[src/rtl/clk_time_ctrl_if.sv]
// rtl/clk_time_ctrl_if.sv - button pulses in, time/mode/tick out for the timekeeping controller
interface clk_time_ctrl_if;
  logic       mode_pls;
  logic       up_pls;
  logic       tick;
  logic [5:0] sec;
  logic [5:0] min;
  logic [4:0] hour;
  logic [1:0] mode;

  modport master (
    output mode_pls, up_pls,
    input  tick, sec, min, hour, mode
  );

  modport slave (
    input  mode_pls, up_pls,
    output tick, sec, min, hour, mode
  );
endinterface

[src/rtl/clk_time_ctrl.sv]
// rtl/clk_time_ctrl.sv - second prescaler, hh:mm:ss counters and RUN/SET_HR/SET_MIN mode FSM
module clk_time_ctrl #(
  parameter int unsigned DIV = 6
) (
  input  logic            clk,
  input  logic            rst,
  clk_time_ctrl_if.slave  bus
);

  typedef enum logic [1:0] {
    RUN     = 2'b00,
    SET_HR  = 2'b01,
    SET_MIN = 2'b10
  } state_e;

  localparam logic [15:0] CNT_LAST = 16'(DIV - 1);

  state_e      state_q, state_d;
  logic [15:0] cnt_q, cnt_d;
  logic [5:0]  sec_q, sec_d;
  logic [5:0]  min_q, min_d;
  logic [4:0]  hour_q, hour_d;
  logic        tick_w;
  logic [1:0]  mode_w;

  always_ff @(posedge clk or posedge rst) begin
    if (rst) begin
      state_q <= RUN;
    end else begin
      state_q <= state_d;
    end
  end

  always_comb begin
    state_d = state_q;
    if (bus.mode_pls) begin
      case (state_q)
        RUN:     state_d = SET_HR;
        SET_HR:  state_d = SET_MIN;
        default: state_d = RUN;
      endcase
    end
  end

  always_comb begin
    mode_w = state_q;
    tick_w = (state_q == RUN) && (cnt_q == CNT_LAST);
  end

  assign bus.mode = mode_w;
  assign bus.tick = tick_w;
  assign bus.sec  = sec_q;
  assign bus.min  = min_q;
  assign bus.hour = hour_q;

  always_comb begin
    cnt_d  = '0;
    sec_d  = sec_q;
    min_d  = min_q;
    hour_d = hour_q;
    case (state_q)
      RUN: begin
        // Leaving RUN drops the partial second; the tick's increment still lands.
        if (!bus.mode_pls && !tick_w) begin
          cnt_d = cnt_q + 16'd1;
        end
        if (tick_w) begin
          if (sec_q == 6'd59) begin
            sec_d = '0;
            if (min_q == 6'd59) begin
              min_d  = '0;
              hour_d = (hour_q == 5'd23) ? 5'd0 : hour_q + 5'd1;
            end else begin
              min_d = min_q + 6'd1;
            end
          end else begin
            sec_d = sec_q + 6'd1;
          end
        end
      end
      SET_HR: begin
        if (bus.up_pls && !bus.mode_pls) begin
          hour_d = (hour_q == 5'd23) ? 5'd0 : hour_q + 5'd1;
        end
      end
      SET_MIN: begin
        if (bus.mode_pls) begin
          sec_d = '0;
        end else if (bus.up_pls) begin
          min_d = (min_q == 6'd59) ? 6'd0 : min_q + 6'd1;
        end
      end
      default: ;
    endcase
  end

  always_ff @(posedge clk or posedge rst) begin
    if (rst) begin
      cnt_q  <= '0;
      sec_q  <= '0;
      min_q  <= '0;
      hour_q <= '0;
    end else begin
      cnt_q  <= cnt_d;
      sec_q  <= sec_d;
      min_q  <= min_d;
      hour_q <= hour_d;
    end
  end

endmodule

[src/flat_wrapper.sv]
// flat-port wrapper written by rule: the top's interface ports become plain ports
module clk_time_ctrl_flat 
#(
  parameter int unsigned DIV = 6
)
  (clk, rst, bus_mode_pls, bus_up_pls, bus_tick, bus_sec, bus_min, bus_hour, bus_mode);
  clk_time_ctrl_if bus_i ();
  input  logic clk;
  input  logic rst;
  input wire logic [$bits(bus_i.mode_pls)-1:0] bus_mode_pls;
  input wire logic [$bits(bus_i.up_pls)-1:0] bus_up_pls;
  output wire logic [$bits(bus_i.tick)-1:0] bus_tick;
  output wire logic [$bits(bus_i.sec)-1:0] bus_sec;
  output wire logic [$bits(bus_i.min)-1:0] bus_min;
  output wire logic [$bits(bus_i.hour)-1:0] bus_hour;
  output wire logic [$bits(bus_i.mode)-1:0] bus_mode;
  assign bus_i.mode_pls = bus_mode_pls;
  assign bus_i.up_pls = bus_up_pls;
  assign bus_tick = bus_i.tick;
  assign bus_sec = bus_i.sec;
  assign bus_min = bus_i.min;
  assign bus_hour = bus_i.hour;
  assign bus_mode = bus_i.mode;
  clk_time_ctrl #(.DIV(DIV)) u_core (.clk(clk), .rst(rst), .bus(bus_i));
endmodule
[config.mk]
export PLATFORM = sky130hd
export DESIGN_NAME = clk_time_ctrl_flat
export DESIGN_NICKNAME = d
export VERILOG_FILES = /design/src/rtl/clk_time_ctrl_if.sv /design/src/rtl/clk_time_ctrl.sv /design/src/flat_wrapper.sv
export SDC_FILE = /design/constraint.sdc
export NUM_CORES = 1
export LEC_CHECK = 0
export CORE_MARGIN = 4
export CORE_UTILIZATION = 41
export CTS_BUF_LIST = sky130_fd_sc_hd__clkbuf_4 sky130_fd_sc_hd__clkbuf_8
export DETAILED_ROUTE_END_ITERATION = 10
export GPL_ROUTABILITY_DRIVEN = 0
export PLACE_DENSITY = 0.65
export SLEW_MARGIN = 25
export SYNTH_ARGS = -nofsm -noshare
export SYNTH_HDL_FRONTEND = slang
export SYNTH_SLANG_ARGS = --single-unit
[constraint.sdc]
create_clock -name clk -period 2.5 [get_ports clk]
set_input_delay 0.5 -clock clk [delete_from_list [all_inputs] [get_ports clk]]
set_output_delay 0.5 -clock clk [all_outputs]
set_load 0.02 [all_outputs]
==> run_results.csv, run 1 <==
group,metric,value,unit
detailed_routing,drt_iter0_drc,61,
worst_setup_path,r2r_cells,5,
finish,drive_above_1_share,12.0,%
timing,tightestPinTransition,0.598,ns
floorplan,row_count,23,
detailed_routing,postRouteAntennaNets,0,
detailed_routing,wirelength,3.66,mm
timing,fin_tns_setup,0,ns
global_routing,grt_pass1_wl,5.93,mm
worst_setup_path,arrival,1.86,ns
hold_path,holdPathStages,1,
clocking,post_cts_hold_buffer_count,0,
worst_setup_path,worstPathMaxFanout,3,
clocking,h-tree-depth,2,
synth,synthFlopType,"dfrtp_1",
outcome,outcome,"finished clean",
timing,max_freq,425,MHz
pwr,leakage,0.958,nW
pwr,power_density,799,nW/um^2
global_routing,grt_pass1_vias,1384,
synth,synth_seq_cells,35,
floorplan,ioPinCount,24,
floorplan,die_w,74.2,um
worst_setup_path,endpoint_kind,"output pin",
synth,post_synth.cell_area_avg,9.81,um^2
synth,netlist_area,1800,um^2
timing,slew_violations,0,
synth,async_flop_share,100,%
finish,num_antenna_cells,0,
placement,io_buffer_count,23,
timing,period_share,94.2,%
floorplan,initial_core_util,43.6,%
clocking,clk_path_buf_depth,2,
finish,nets,225,
clocking,clk_pin_slew_worst_paths,0.07,ns
pwr,power.total,1.79,mW
timing,setup_violations,0,
synth,yosysSeqAreaShare,48.8,%
synth,netlist_instances,183,
timing,rsz0062_at_grt,"no",
global_routing,antenna_found_initial,0,
worst_setup_path,worst_ep_required_time,2.00,ns
detailed_routing,first_pass_iters,4,
detailed_routing,viasPerCell,5.46,
hold_path,min-delay-path-class,"flop to flop",
synth,ys_types,38,
pwr,ir_worst_vdd,0.278,mV
clocking,cts_tree,"done",
timing,clock_skew,0.00477,ns
timing,period_needed,2.36,ns
finish,syn_to_final_growth,24.5,%
placement,dp_hpwl,2.64,mm
global_routing,grt_max_degree,36,
worst_setup_path,path_class,"flop to output pin",
detailed_routing,vias,1453,
clocking,cts-root-buf,"clkbuf_8",
floorplan,core,4120,um^2
clocking,clock_latency,0.28,ns
synth,synth_fp_nets,192,
job,cap_violations,0,
worst_setup_path,start_kind,"flop",
global_routing,track_usage,13.9,%
synth,ys_warn_count,0,
timing,finalHoldViolCount,0,
global_routing,overflow,0,
floorplan,die-height,74.2,um
detailed_routing,drcViolationCount,0,
synth,synth_edf_count,0,
timing,relSlewSlack,60.0,%
clocking,cts_sinks,35,
detailed_routing,wl_per_cell,13.8,um
floorplan,dieArea,5500,um^2
clocking,cts_buffers,5,
[cell usage after synthesis (all sizes together), types with 2 or more instances]
cell | count | area share (%)
dfrtp | 35 | 49
nor2 | 29 | 6.1
nand3 | 17 | 4.7
o21ai | 12 | 3.3
nand2 | 10 | 2.1
inv | 9 | 1.9
xor2 | 9 | 4.4
xnor2 | 6 | 2.9
ha | 5 | 3.5
mux2 | 5 | 3.1
nand4 | 5 | 2.1
a21oi | 4 | 1.1
and3 | 4 | 1.4
nor3 | 3 | 0.84
nor4 | 3 | 1.0
o41ai | 3 | 1.5
clkbuf | 2 | 0.42
nand2b | 2 | 0.70
nor4b | 2 | 0.98
[critical path, stage by stage (launching register included)]
cell and delay [ns]:
dfrtp_1 0.38, inv_1 0.06, ha_1 0.16, nor4b_2 0.22, and4_1 0.28, nand2_1 0.08
inv_1 0.07, dlygate4sd2_1 0.33
[per-stage QoR]
step	hold slack [ns]	area [um^2]	cells	util, %	setup WS, ns
finish	0.510	2230	266	54.3	0.145
global route	0.523	2230	266	54.3	0.00302
CTS	0.508	2220	266	53.9	0.121
detailed placement	0.499	2120	259	51.5	0.0612
global placement	0.484	2120	259	51.5	0.113
floorplan	0.480	1800	183	-	0.350
[cell type report]
type / instances / area [um^2]
timing repair buffer: 29 / 274
inverter: 9 / 33.8
clock buffer: 6 / 82.6
fill: 378 / 1880
multi-input combinational: 136 / 901
clock inverter: 1 / 5.00
sequential: 35 / 876
tap: 50 / 62.6
[per-layer routing]
layer	up-vias	routed length (um)	global-route usage, %
met5	-	0	0
met3	5	176	3.78
li1	715	-	-
met4	0	40	4.83
met2	37	1820	25.3
met1	696	1620	15.5
[power by group]
group / internal (mW) / switching (mW) / leakage, nW
clock network: 0.216 / 0.201 / 0.0470
registers: 0.657 / 0.132 / 0.463
logic: 0.271 / 0.308 / 0.448
total: 1.14 / 0.641 / 0.958
[cell families after synthesis]
group	count (synthesis)	synth area share, %
adder cells (fa/ha/maj)	5	3.48
flip-flops	35	48.8
AND/OR/NAND/NOR	79	22.0
buffers and inverters	12	2.58
multiplexers	6	3.69
AO/OA/AOI/OAI	31	12.2
XOR/XNOR	15	7.32
[sequential cells by signal, indices dropped and copies added (netlist names)]
| name | flops |
|---|---|
| u_core.bus.hour | 5 |
| u_core.bus.min | 6 |
| u_core.bus.mode | 2 |
| u_core.bus.sec | 6 |
| u_core.cnt_q | 16 |
[worst paths after layout]
path | slack [ns] | to | startpoint
worst max-delay path | 0.14 | bus_tick | u_core.cnt_q[1]$_DFF_PP0_
worst min-delay path | 0.51 | u_core.bus.hour[4]$_DFFE_PP0P_ | u_core.bus.hour[4]$_DFFE_PP0P_
worst max register to register | 0.29 | u_core.bus.min[0]$_DFFE_PP0P_ | u_core.bus.sec[0]$_DFFE_PP0P_
worst min register to register | 0.51 | u_core.bus.hour[4]$_DFFE_PP0P_ | u_core.bus.hour[4]$_DFFE_PP0P_
max in group asynchronous | 1.57 | u_core.cnt_q[9]$_DFF_PP0_ | rst
min in group asynchronous | 0.61 | u_core.bus.min[1]$_DFFE_PP0P_ | rst
[cell usage in the layout, fill, tap and decap left out, types with 4 or more instances in the layout]
cell type / synthesis / routed
nand3_1: 17 / 17
clkbuf_8: 0 / 6
inv_1: 9 / 9
a21oi_1: 4 / 4
and3_1: 4 / 4
dfrtp_1: 35 / 35
ha_1: 5 / 5
nand2_1: 10 / 10
o21ai_0: 12 / 12
nand4_1: 4 / 4
xor2_1: 9 / 9
buf_4: 0 / 6
nor2_1: 29 / 29
clkdlybuf4s50_1: 0 / 22
mux2_2: 5 / 5
xnor2_1: 6 / 6
[repair_timing]
item	4_1_cts	5_1_grt
setup buffers	0	0
endpoints found under the setup margin	1	1
pin swaps	0	0
resized for setup	3	2
Note: power is estimated with default switching activity, not from simulation.
==> run 2: changes to the inputs <==
Settings changed: CAP_MARGIN from default to 40.
==> results of run 2 <==
Final layout, timing and power as in run 1 (identical DEF).
==> run 3: changes to the inputs <==
Settings changed: CORE_ASPECT_RATIO from default to 0.8, GPL_ROUTABILITY_DRIVEN 0 to default.
==> run_results.csv, run 3 (synthesized netlist as in run 1, its figures left out) <==
group,metric,value,unit
floorplan,core,4200,um^2
timing,rsz0062_at_grt,"no",
global_routing,track_usage,15.2,%
worst_setup_path,worstPathMaxFanout,9,
placement,pre_cts_slack,0.0450,ns
detailed_routing,wl_per_cell,13.2,um
clocking,clock_latency,0.29,ns
pwr,ir_worst_vdd,0.453,mV
finish,final_cells,275,
finish,layout_common_cells,"35 x dfrtp_1, 29 x nor2_1, 22 x clkdlybuf4s50_1",
global_routing,grt_pass1_wl,6.27,mm
timing,clock_skew,0.00557,ns
detailed_routing,postRouteAntennaNets,0,
placement,gp_congestion,0.810,
hold_path,min-delay-path-class,"flop to flop",
finish,nets,227,
pwr,power.total,1.80,mW
placement,dp_hpwl,2.54,mm
clocking,cts-root-buf,"clkbuf_8",
timing,slew_violations,0,
outcome,outcome,"finished clean",
pwr,power_density,803,nW/um^2
floorplan,ioPinCount,24,
timing,tightestPinTransition,0.463,ns
clocking,clk_path_buf_depth,2,
finish,regArea,876,um^2
timing,fin_ws,0.253,ns
floorplan,die-height,67.2,um
worst_setup_path,arrival,2.43,ns
finish,num_antenna_cells,0,
global_routing,antenna_found_initial,0,
global_routing,grt_pass1_vias,1322,
pwr,leakage,0.956,nW
timing,period_share,89.9,%
timing,fin_hold_ws,0.515,ns
clocking,cts_tree,"done",
global_routing,grt_max_degree,36,
clocking,cts_sinks,35,
timing,max_freq,445,MHz
detailed_routing,drcViolationCount,0,
finish,largest_reg_flops,16,
detailed_routing,wirelength,3.62,mm
placement,dp.cells,268,
floorplan,row_count,21,
floorplan,die_w,82.0,um
clocking,cts_buffers,5,
timing,fin_tns_setup,0,ns
placement,io_buffer_count,23,
clocking,clk_pin_slew_worst_paths,0.07,ns
timing,period_needed,2.25,ns
worst_setup_path,start_kind,"flop",
worst_setup_path,endpoint_kind,"flop",
timing,finalHoldViolCount,0,
floorplan,initial_core_util,42.7,%
detailed_routing,drt_iter0_drc,66,
timing,relSlewSlack,69.2,%
finish,fillerInstances,407,
finish,syn_to_final_growth,24.7,%
finish,multiInputGateArea,886,um^2
floorplan,dieArea,5510,um^2
finish,drive_above_1_share,12.8,%
finish,final_common_cell,"dfrtp_1",
clocking,h-tree-depth,2,
detailed_routing,vias,1426,
timing,setup_violations,0,
finish,largest-register,"u_core.cnt_q",
detailed_routing,viasPerCell,5.19,
worst_setup_path,worst_ep_required_time,2.68,ns
detailed_routing,first_pass_iters,4,
worst_setup_path,path_class,"flop to flop",
job,cap_violations,0,
global_routing,overflow,0,
==> run 3: final cells by class <==
type                    count  area share, %
multi-input cells         136           39.6
flip-flops and latches     35           39.1
repair buffers             31           12.7
clock buffers               6           3.69
well taps                  57           3.18
inverters                   9           1.51
clock inverters             1          0.223
==> run 3: power by group <==
group          internal, mW  total (mW)  switching [mW]
Sequential            0.657       0.793           0.135
Combinational         0.278       0.589           0.311
Clock                 0.216       0.417           0.201
Total                  1.15        1.80           0.647
==> run 3: worst max-delay path: stages, from the launching register on <==
cell	delay (ns)
dfrtp_1	0.41
ha_1	0.27
nand4_2	0.20
or3_4	0.38
a221oi_4	0.49
mux2_2	0.38
==> run 3: stage by stage <==
stage	util, %	area (um^2)
2_1_floorplan	-	1800
3_3_place_gp	51.0	2140
3_5_place_dp	51.0	2140
4_1_cts	53.4	2240
5_1_grt	53.3	2240
6_report	53.3	2240
==> run 3: path summary, 6_finish.rpt <==
path | start | to | slack, ns | depth (start not counted)
worst max-delay path | u_core.bus.sec[0]$_DFFE_PP0P_ | u_core.bus.min[1]$_DFFE_PP0P_ | 0.25 | 5
worst min-delay path | u_core.bus.hour[3]$_DFFE_PP0P_ | u_core.bus.hour[3]$_DFFE_PP0P_ | 0.51 | 1
worst max register to register | u_core.bus.sec[0]$_DFFE_PP0P_ | u_core.bus.min[1]$_DFFE_PP0P_ | 0.25 | 5
worst min register to register | u_core.bus.hour[3]$_DFFE_PP0P_ | u_core.bus.hour[3]$_DFFE_PP0P_ | 0.51 | 1
max in group asynchronous | rst | u_core.cnt_q[0]$_DFF_PP0_ | 1.58 | 3
min in group asynchronous | rst | u_core.bus.min[0]$_DFFE_PP0P_ | 0.60 | 3
==> run 3: layer usage <==
metal | global-route usage (%) | part of all wire [%]
met1 | 22.5 | 54
met3 | 6.93 | 6.1
met5 | 0 | 0
met2 | 19.5 | 40
met4 | 4.36 | 0.75
==> run 3: timing repair <==
| action | in CTS | in global routing |
|---|---|---|
| hold buffers | 0 | 0 |
| buffers inserted | 0 | 0 |
| endpoints found under the setup margin | 1 | 1 |
| cloned | 0 | 0 |
| gates resized for setup | 3 | 2 |
